`src/rtl/regfile_pkg.sv`:
```
// Shared types and helpers for the multi-port register file.
// Imported by the register-file top and its scoreboard.
package regfile_pkg;

  localparam int XLEN_DEFAULT  = 32;
  localparam int NREGS_DEFAULT = 32;

  typedef enum logic {
    RF_CLEAR = 1'b0,
    RF_RUN   = 1'b1
  } rf_state_t;

  // Low bit index of port 'port' in a packed bus of 'w'-bit fields.
  function automatic int unsigned port_lo(input int unsigned port, input int unsigned w);
    return port * w;
  endfunction

endpackage

```
`src/rtl/regfile_scoreboard.sv`:
```
// Per-register pending-write flags: decode sets, writeback clears, set wins on a tie.
// Only updates once the post-reset clear sweep has finished.
module regfile_scoreboard
  import regfile_pkg::*;
#(
  parameter int NREGS    = NREGS_DEFAULT,
  parameter int AW       = 5,
  parameter bit ZERO_REG = 1'b1
) (
  input  logic             CLK,
  input  logic             reset,
  input  logic             i_run,
  input  logic             i_set,
  input  logic [AW-1:0]    i_set_addr,
  input  logic             i_clr,
  input  logic [AW-1:0]    i_clr_addr,
  output logic [NREGS-1:0] o_busy
);

  logic [NREGS-1:0] r_busy;
  logic [NREGS-1:0] w_busy_nxt;

  // Next busy vector; a new producer supersedes the one retiring this cycle.
  always_comb begin
    w_busy_nxt = r_busy;
    if (i_run) begin
      for (int r = 0; r < NREGS; r++) begin
        if (ZERO_REG && (r == 0)) begin
          w_busy_nxt[r] = 1'b0;
        end else if (i_set && (i_set_addr == AW'(r))) begin
          w_busy_nxt[r] = 1'b1;
        end else if (i_clr && (i_clr_addr == AW'(r))) begin
          w_busy_nxt[r] = 1'b0;
        end else begin
          w_busy_nxt[r] = r_busy[r];
        end
      end
    end else begin
      w_busy_nxt = r_busy;
    end
  end

  // Busy flag register.
  always_ff @(posedge CLK or posedge reset) begin
    if (reset) begin
      r_busy <= '0;
    end else begin
      r_busy <= w_busy_nxt;
    end
  end

  assign o_busy = r_busy;

endmodule

```
`src/rtl/regfile_mp.sv`:
```
// Multi-read-port register file with zero register, write-to-read bypass,
// pending-write scoreboard and a sequential post-reset clear sweep.
module regfile_mp
  import regfile_pkg::*;
#(
  parameter  int XLEN     = XLEN_DEFAULT,
  parameter  int NREGS    = NREGS_DEFAULT,
  parameter  int NRD      = 2,
  parameter  int ZERO_REG = 1,
  localparam int AW       = $clog2(NREGS)
) (
  input  logic                CLK,
  input  logic                reset,
  input  logic [NRD*AW-1:0]   rd_addr,
  output logic [NRD*XLEN-1:0] rd_data,
  output logic [NRD-1:0]      rd_busy,
  input  logic                wr_en,
  input  logic [AW-1:0]       wr_addr,
  input  logic [XLEN-1:0]     wr_data,
  input  logic                sb_set,
  input  logic [AW-1:0]       sb_addr,
  output logic                ready
);

  localparam bit LP_ZERO = (ZERO_REG != 0);

  rf_state_t        r_state;
  rf_state_t        w_state_nxt;
  logic [AW-1:0]    r_clr_idx;
  logic [AW-1:0]    w_clr_idx_nxt;
  logic             r_ready;
  logic             w_ready_nxt;
  logic             w_run;
  logic [NREGS-1:0] w_busy;
  logic [XLEN-1:0]  r_rf [NREGS];

  assign w_run = (r_state == RF_RUN);
  assign ready = r_ready;

  // Clear-sweep FSM state register.
  always_ff @(posedge CLK or posedge reset) begin
    if (reset) begin
      r_state   <= RF_CLEAR;
      r_clr_idx <= '0;
      r_ready   <= 1'b0;
    end else begin
      r_state   <= w_state_nxt;
      r_clr_idx <= w_clr_idx_nxt;
      r_ready   <= w_ready_nxt;
    end
  end

  // Sweep advances one register per cycle and hands over to RUN after the last one.
  always_comb begin
    w_state_nxt   = r_state;
    w_clr_idx_nxt = r_clr_idx;
    w_ready_nxt   = r_ready;
    case (r_state)
      RF_CLEAR: begin
        w_clr_idx_nxt = r_clr_idx + AW'(1);
        if (r_clr_idx == AW'(NREGS - 1)) begin
          w_state_nxt = RF_RUN;
          w_ready_nxt = 1'b1;
        end else begin
          w_state_nxt = RF_CLEAR;
          w_ready_nxt = 1'b0;
        end
      end
      RF_RUN: begin
        w_state_nxt = RF_RUN;
        w_ready_nxt = 1'b1;
      end
      default: begin
        w_state_nxt   = RF_CLEAR;
        w_clr_idx_nxt = '0;
        w_ready_nxt   = 1'b0;
      end
    endcase
  end

  // Storage array: no reset, zeroed by the sweep, written by writeback in RUN.
  always_ff @(posedge CLK) begin
    if (r_state == RF_CLEAR) begin
      r_rf[r_clr_idx] <= '0;
    end else if (wr_en && !(LP_ZERO && (wr_addr == '0))) begin
      r_rf[wr_addr] <= wr_data;
    end
  end

  regfile_scoreboard #(
    .NREGS    (NREGS),
    .AW       (AW),
    .ZERO_REG (LP_ZERO)
  ) u_scoreboard (
    .CLK        (CLK),
    .reset      (reset),
    .i_run      (w_run),
    .i_set      (sb_set),
    .i_set_addr (sb_addr),
    .i_clr      (wr_en),
    .i_clr_addr (wr_addr),
    .o_busy     (w_busy)
  );

  for (genvar i = 0; i < NRD; i++) begin : g_rd
    logic [AW-1:0]   w_addr;
    logic [XLEN-1:0] w_data;
    logic            w_pend;

    assign w_addr = rd_addr[port_lo(i, AW) +: AW];

    // Read mux: zero register first, then same-cycle writeback bypass, then the array.
    always_comb begin
      w_data = '0;
      w_pend = 1'b0;
      if (!w_run) begin
        w_data = '0;
        w_pend = 1'b0;
      end else if (LP_ZERO && (w_addr == '0)) begin
        w_data = '0;
        w_pend = 1'b0;
      end else if (wr_en && (wr_addr == w_addr)) begin
        w_data = wr_data;
        w_pend = 1'b0;
      end else begin
        w_data = r_rf[w_addr];
        w_pend = w_busy[w_addr];
      end
    end

    assign rd_data[port_lo(i, XLEN) +: XLEN] = w_data;
    assign rd_busy[i]                        = w_pend;
  end

endmodule

```
`config.mk`:
```
export PLATFORM = sky130hd
export DESIGN_NAME = regfile_mp
export DESIGN_NICKNAME = d
export VERILOG_FILES = /design/src/rtl/regfile_pkg.sv /design/src/rtl/regfile_scoreboard.sv /design/src/rtl/regfile_mp.sv
export SDC_FILE = /design/constraint.sdc
export NUM_CORES = 1
export LEC_CHECK = 0
export ABC_AREA = 1
export BUFFER_PORTS_ARGS = -buffer_cell sky130_fd_sc_hd__buf_2
export CELL_PAD_IN_SITES_DETAIL_PLACEMENT = 1
export CELL_PAD_IN_SITES_GLOBAL_PLACEMENT = 2
export CORE_MARGIN = 2
export CORE_UTILIZATION = 40
export CTS_CLUSTER_DIAMETER = 50
export DETAILED_ROUTE_END_ITERATION = 12
export MAX_ROUTING_LAYER = met4
export PLACE_DENSITY = 0.83
export REMOVE_ABC_BUFFERS = 1
export SLEW_MARGIN = 40
export SYNTH_ARGS = -nofsm -noshare
export SYNTH_HDL_FRONTEND = slang
export SYNTH_SLANG_ARGS = --single-unit
```
`constraint.sdc`:
```
create_clock -name CLK -period 9.5 [get_ports CLK]
set_input_delay 0.475 -clock CLK [delete_from_list [all_inputs] [get_ports CLK]]
set_output_delay 0.475 -clock CLK [all_outputs]
set_load 0.005 [all_outputs]
```
==> metrics.md <==
| Metric | Value |
|---|---|
| Post-DP HPWL | 120 mm |
| Max stage delay on crit path | 0.73 ns |
| CTS tree | yes |
| Worst Setup Start Kind | primary input |
| CTS Buffer Depth | 3 |
| Nets | 6040 |
| DRT Pass-1 Iters | 5 |
| Slew HR | 0.375 |
| Switching Share | 0.261 |
| Layout Skew | 0.0232 ns |
| WP data required | 9.03 ns |
| Post-Syn Instances | 6050 |
| Total CTS buffers | 138 |
| Highest clock rate | 212 MHz |
| Cell mode on critical path | nand2_1 |
| Final Max Slew Viols | 0 |
| Via density | 6.10 |
| Critical Path AT | 4.25 ns |
| Vias in the first global route | 48.7k |
| RePlAce Congestion | 0.825 |
| Crit Path Class | primary input to output pin |
| Die ar. | 141000 µm² |
| DRT antenna net count | 0 |
| Die H | 376 µm |
| Internal | 8.64 mW |
| Synth Register Bits | 1061 |
| Slew of the pin with the lowest slew margin | 0.938 ns |
| Grt ovf | 0 |
| Total power | 11.7 mW |
| First-pass GRT wire length | 332 mm |
| Synth area leader | edfxtp_1 |
| Minimum clock period after layout | 4.72 ns |
| Overall routing resource usage | 0.330 |
| Worst setup EP type | output pin |
| Largest net degree at the start of global routing | 148 |
| Leak Pwr | 24.5 nW |
| CP Cell Sequence | buf_8 -> buf_12 -> inv_8 -> o22ai_1 -> nor2_1 -> nand4_1 -> nand2_1 -> inv_2 -> buf_4 -> nand3_1 -> nand2_1 -> buf_2 |
| Rows | 136 |
| Die width | 376 µm |
| Pwr Density | 188 nW/µm² |
| Status | finished, final reports clean |
| Hold Path Stages | 4 |
| Final setup TNS | 0 ns |
| Drt initial violations | 5638 |
| Max cap viols | 0 |
| Worst reg-to-reg path cell count | 7 |
| Synth cell types | 35 |
| Top cell type's share of synthesized area | 0.555 |
| DR DRC count | 0 |
| Clk pwr share | 0.451 |
| Antenna violations before repair | 7 |
| Maximum vdd drop | 0.000192 V |
| Htree depth | 4 |
| Post-CTS Resized | 0 |
| Worst min path class | primary input to flop |
| Clock transition at the registers of the reported paths | 0.06 ns |
| Drt wl/cell | 29.1 µm |
| Core outline area | 137000 µm² |
| Area added between synthesis and finish | 12.5% |
| CP Max Fanout | 110 |
| RSZ-0062 raised after global routing | false |
| Avg Synthesized Cell Area | 9.15 µm² |
| Final WL | 229 mm |
| Share of layout cells above drive strength 1 | 0.101 |
| PortBufs | 122 |
| Post-CTS Hold Buffers | 1 |
| FILL cells | 15.6k |
| Worst-path cell with the longest stage delay | buf_12 |
| Synth area leaders | edfxtp_1 (56%), nand3_1 (9.3%), nand2_1 (8.1%) |
| Final design utilization | 0.453 |
| Comb pwr share | 0.105 |
| # IOs | 123 |
| Clock Latency Late Sink | 0.77 ns |
| Clk sinks | 1061 |
| Power share of the sequential group | 0.443 |
| Post-synthesis sequential area ratio | 0.572 |
| Net Sw Power | 3.05 mW |
| Final setup fails | 0 |
| Vias after detailed routing | 48.1k |
| Ys Warns | 0 |
| Final Hold Vio Count | 0 |
| Initial Utilization | 0.403 |
| Root buffer cell | clkbuf_16 |
| Period utilization | 0.497 |
| Synth Cell Area | 55400 µm² |
| Number of setup buffers added after CTS | 0 |
## power by group through the flow
stage                     combinational, mW  sequential, mW  clock, mW
after floorplan                       0.596            5.27          0
after global placement                 1.18            5.28          0
after detailed placement               1.20            5.28          0
after CTS                              1.21            5.18       5.31
after global routing                   1.32            5.18       5.49
final                                  1.23            5.18       5.27
## through the flow
step | instance area [µm²] | hold WS, ns | setup WS (ns) | instances
after global routing | 62300 | 0.0666 | 4.73 | 7886
after CTS | 62200 | 0.0523 | 4.82 | 7880
after detailed placement | 57700 | 0.491 | 4.82 | 7632
after global placement | 57400 | 0.485 | 4.80 | 7627
final | 62300 | 0.0574 | 4.78 | 7886
after floorplan | 53200 | 0.459 | 0.919 | 5588
## flip-flops by register name, summed over array words and instances, names as in the netlist
register / count
r_rf: 1024
u_scoreboard.o_busy: 31
r_clr_idx: 5
ready: 1
## critical path: cells and delay by family
kind                   cells  cell delay, ns
AOI/OAI and AO/OA          1            0.22
and+or+nand+nor            5            0.72
buffers and inverters      6            2.65
## area by class of cell
type	count	area, µm²	area share
timing repair buffer	254	1990	0.0319
antenna	3	7.51	0.000121
multi-input combinational	3819	19100	0.307
clock inverter	67	711	0.0114
clock buffer	180	3800	0.0611
sequential	1061	31700	0.509
tap	1794	2240	0.0360
inverter	708	2710	0.0436
## placed cells by master, fill, tap and decap left out, types with 14 or more instances in the layout
cell       count
inv_1        691
dfrtp_1       37
nor2_1       178
nor2_4        36
buf_4         97
clkbuf_1      33
clkinv_1      18
o211ai_2      65
buf_6         24
a21oi_1      464
o21ai_0      387
clkbuf_16    147
edfxtp_1    1024
nor3_1        14
o21ai_1       33
buf_2        112
o211ai_1     345
nand2_1     1197
or2_2         35
nand3_1     1030
## cell families after synthesis
| kind of cell | share of synthesized area |
|---|---|
| buffers and inverters | 0.0876 |
| AO/OA/AOI/OAI | 0.143 |
| XOR/XNOR | 0.000791 |
| flip-flops | 0.572 |
| adder cells (fa/ha/maj) | 0.000452 |
| AND/OR/NAND/NOR | 0.196 |
## Yosys cell counts, drive strengths merged
library cell / count
edfxtp: 1024
or2: 35
nand3: 1032
xnor2: 3
o21ai: 422
nor3: 15
ha: 2
buf: 308
o211ai: 410
a32o: 1
nand4: 4
a22oi: 5
a21oi: 465
o22ai: 3
nand2: 1203
xor2: 2
inv: 707
clkinv: 1
dfrtp: 37
and3: 1
nor2: 216
clkbuf: 154
## per-layer routing
metal | global-route usage | part of all wire | vias to the layer above
met5 | - | 0 | -
met4 | 0.128 | 0.039 | 0
li1 | - | - | 20900
met2 | 0.515 | 0.46 | 2363
met3 | 0.0484 | 0.085 | 488
met1 | 0.435 | 0.42 | 24400
## worst paths after layout
check,end,slack [ns],start
min,u_scoreboard.o_busy[15],0.06,sb_addr[4]
min reg2reg,u_scoreboard.o_busy[10],0.50,u_scoreboard.o_busy[10]
max in group asynchronous,u_scoreboard.o_busy[22],8.77,reset
max,rd_data[16],4.78,rd_addr[1]
max reg2reg,r_rf[30][20],5.36,ready
min in group asynchronous,u_scoreboard.o_busy[26],0.36,reset
(Power assumes the default switching activity.)
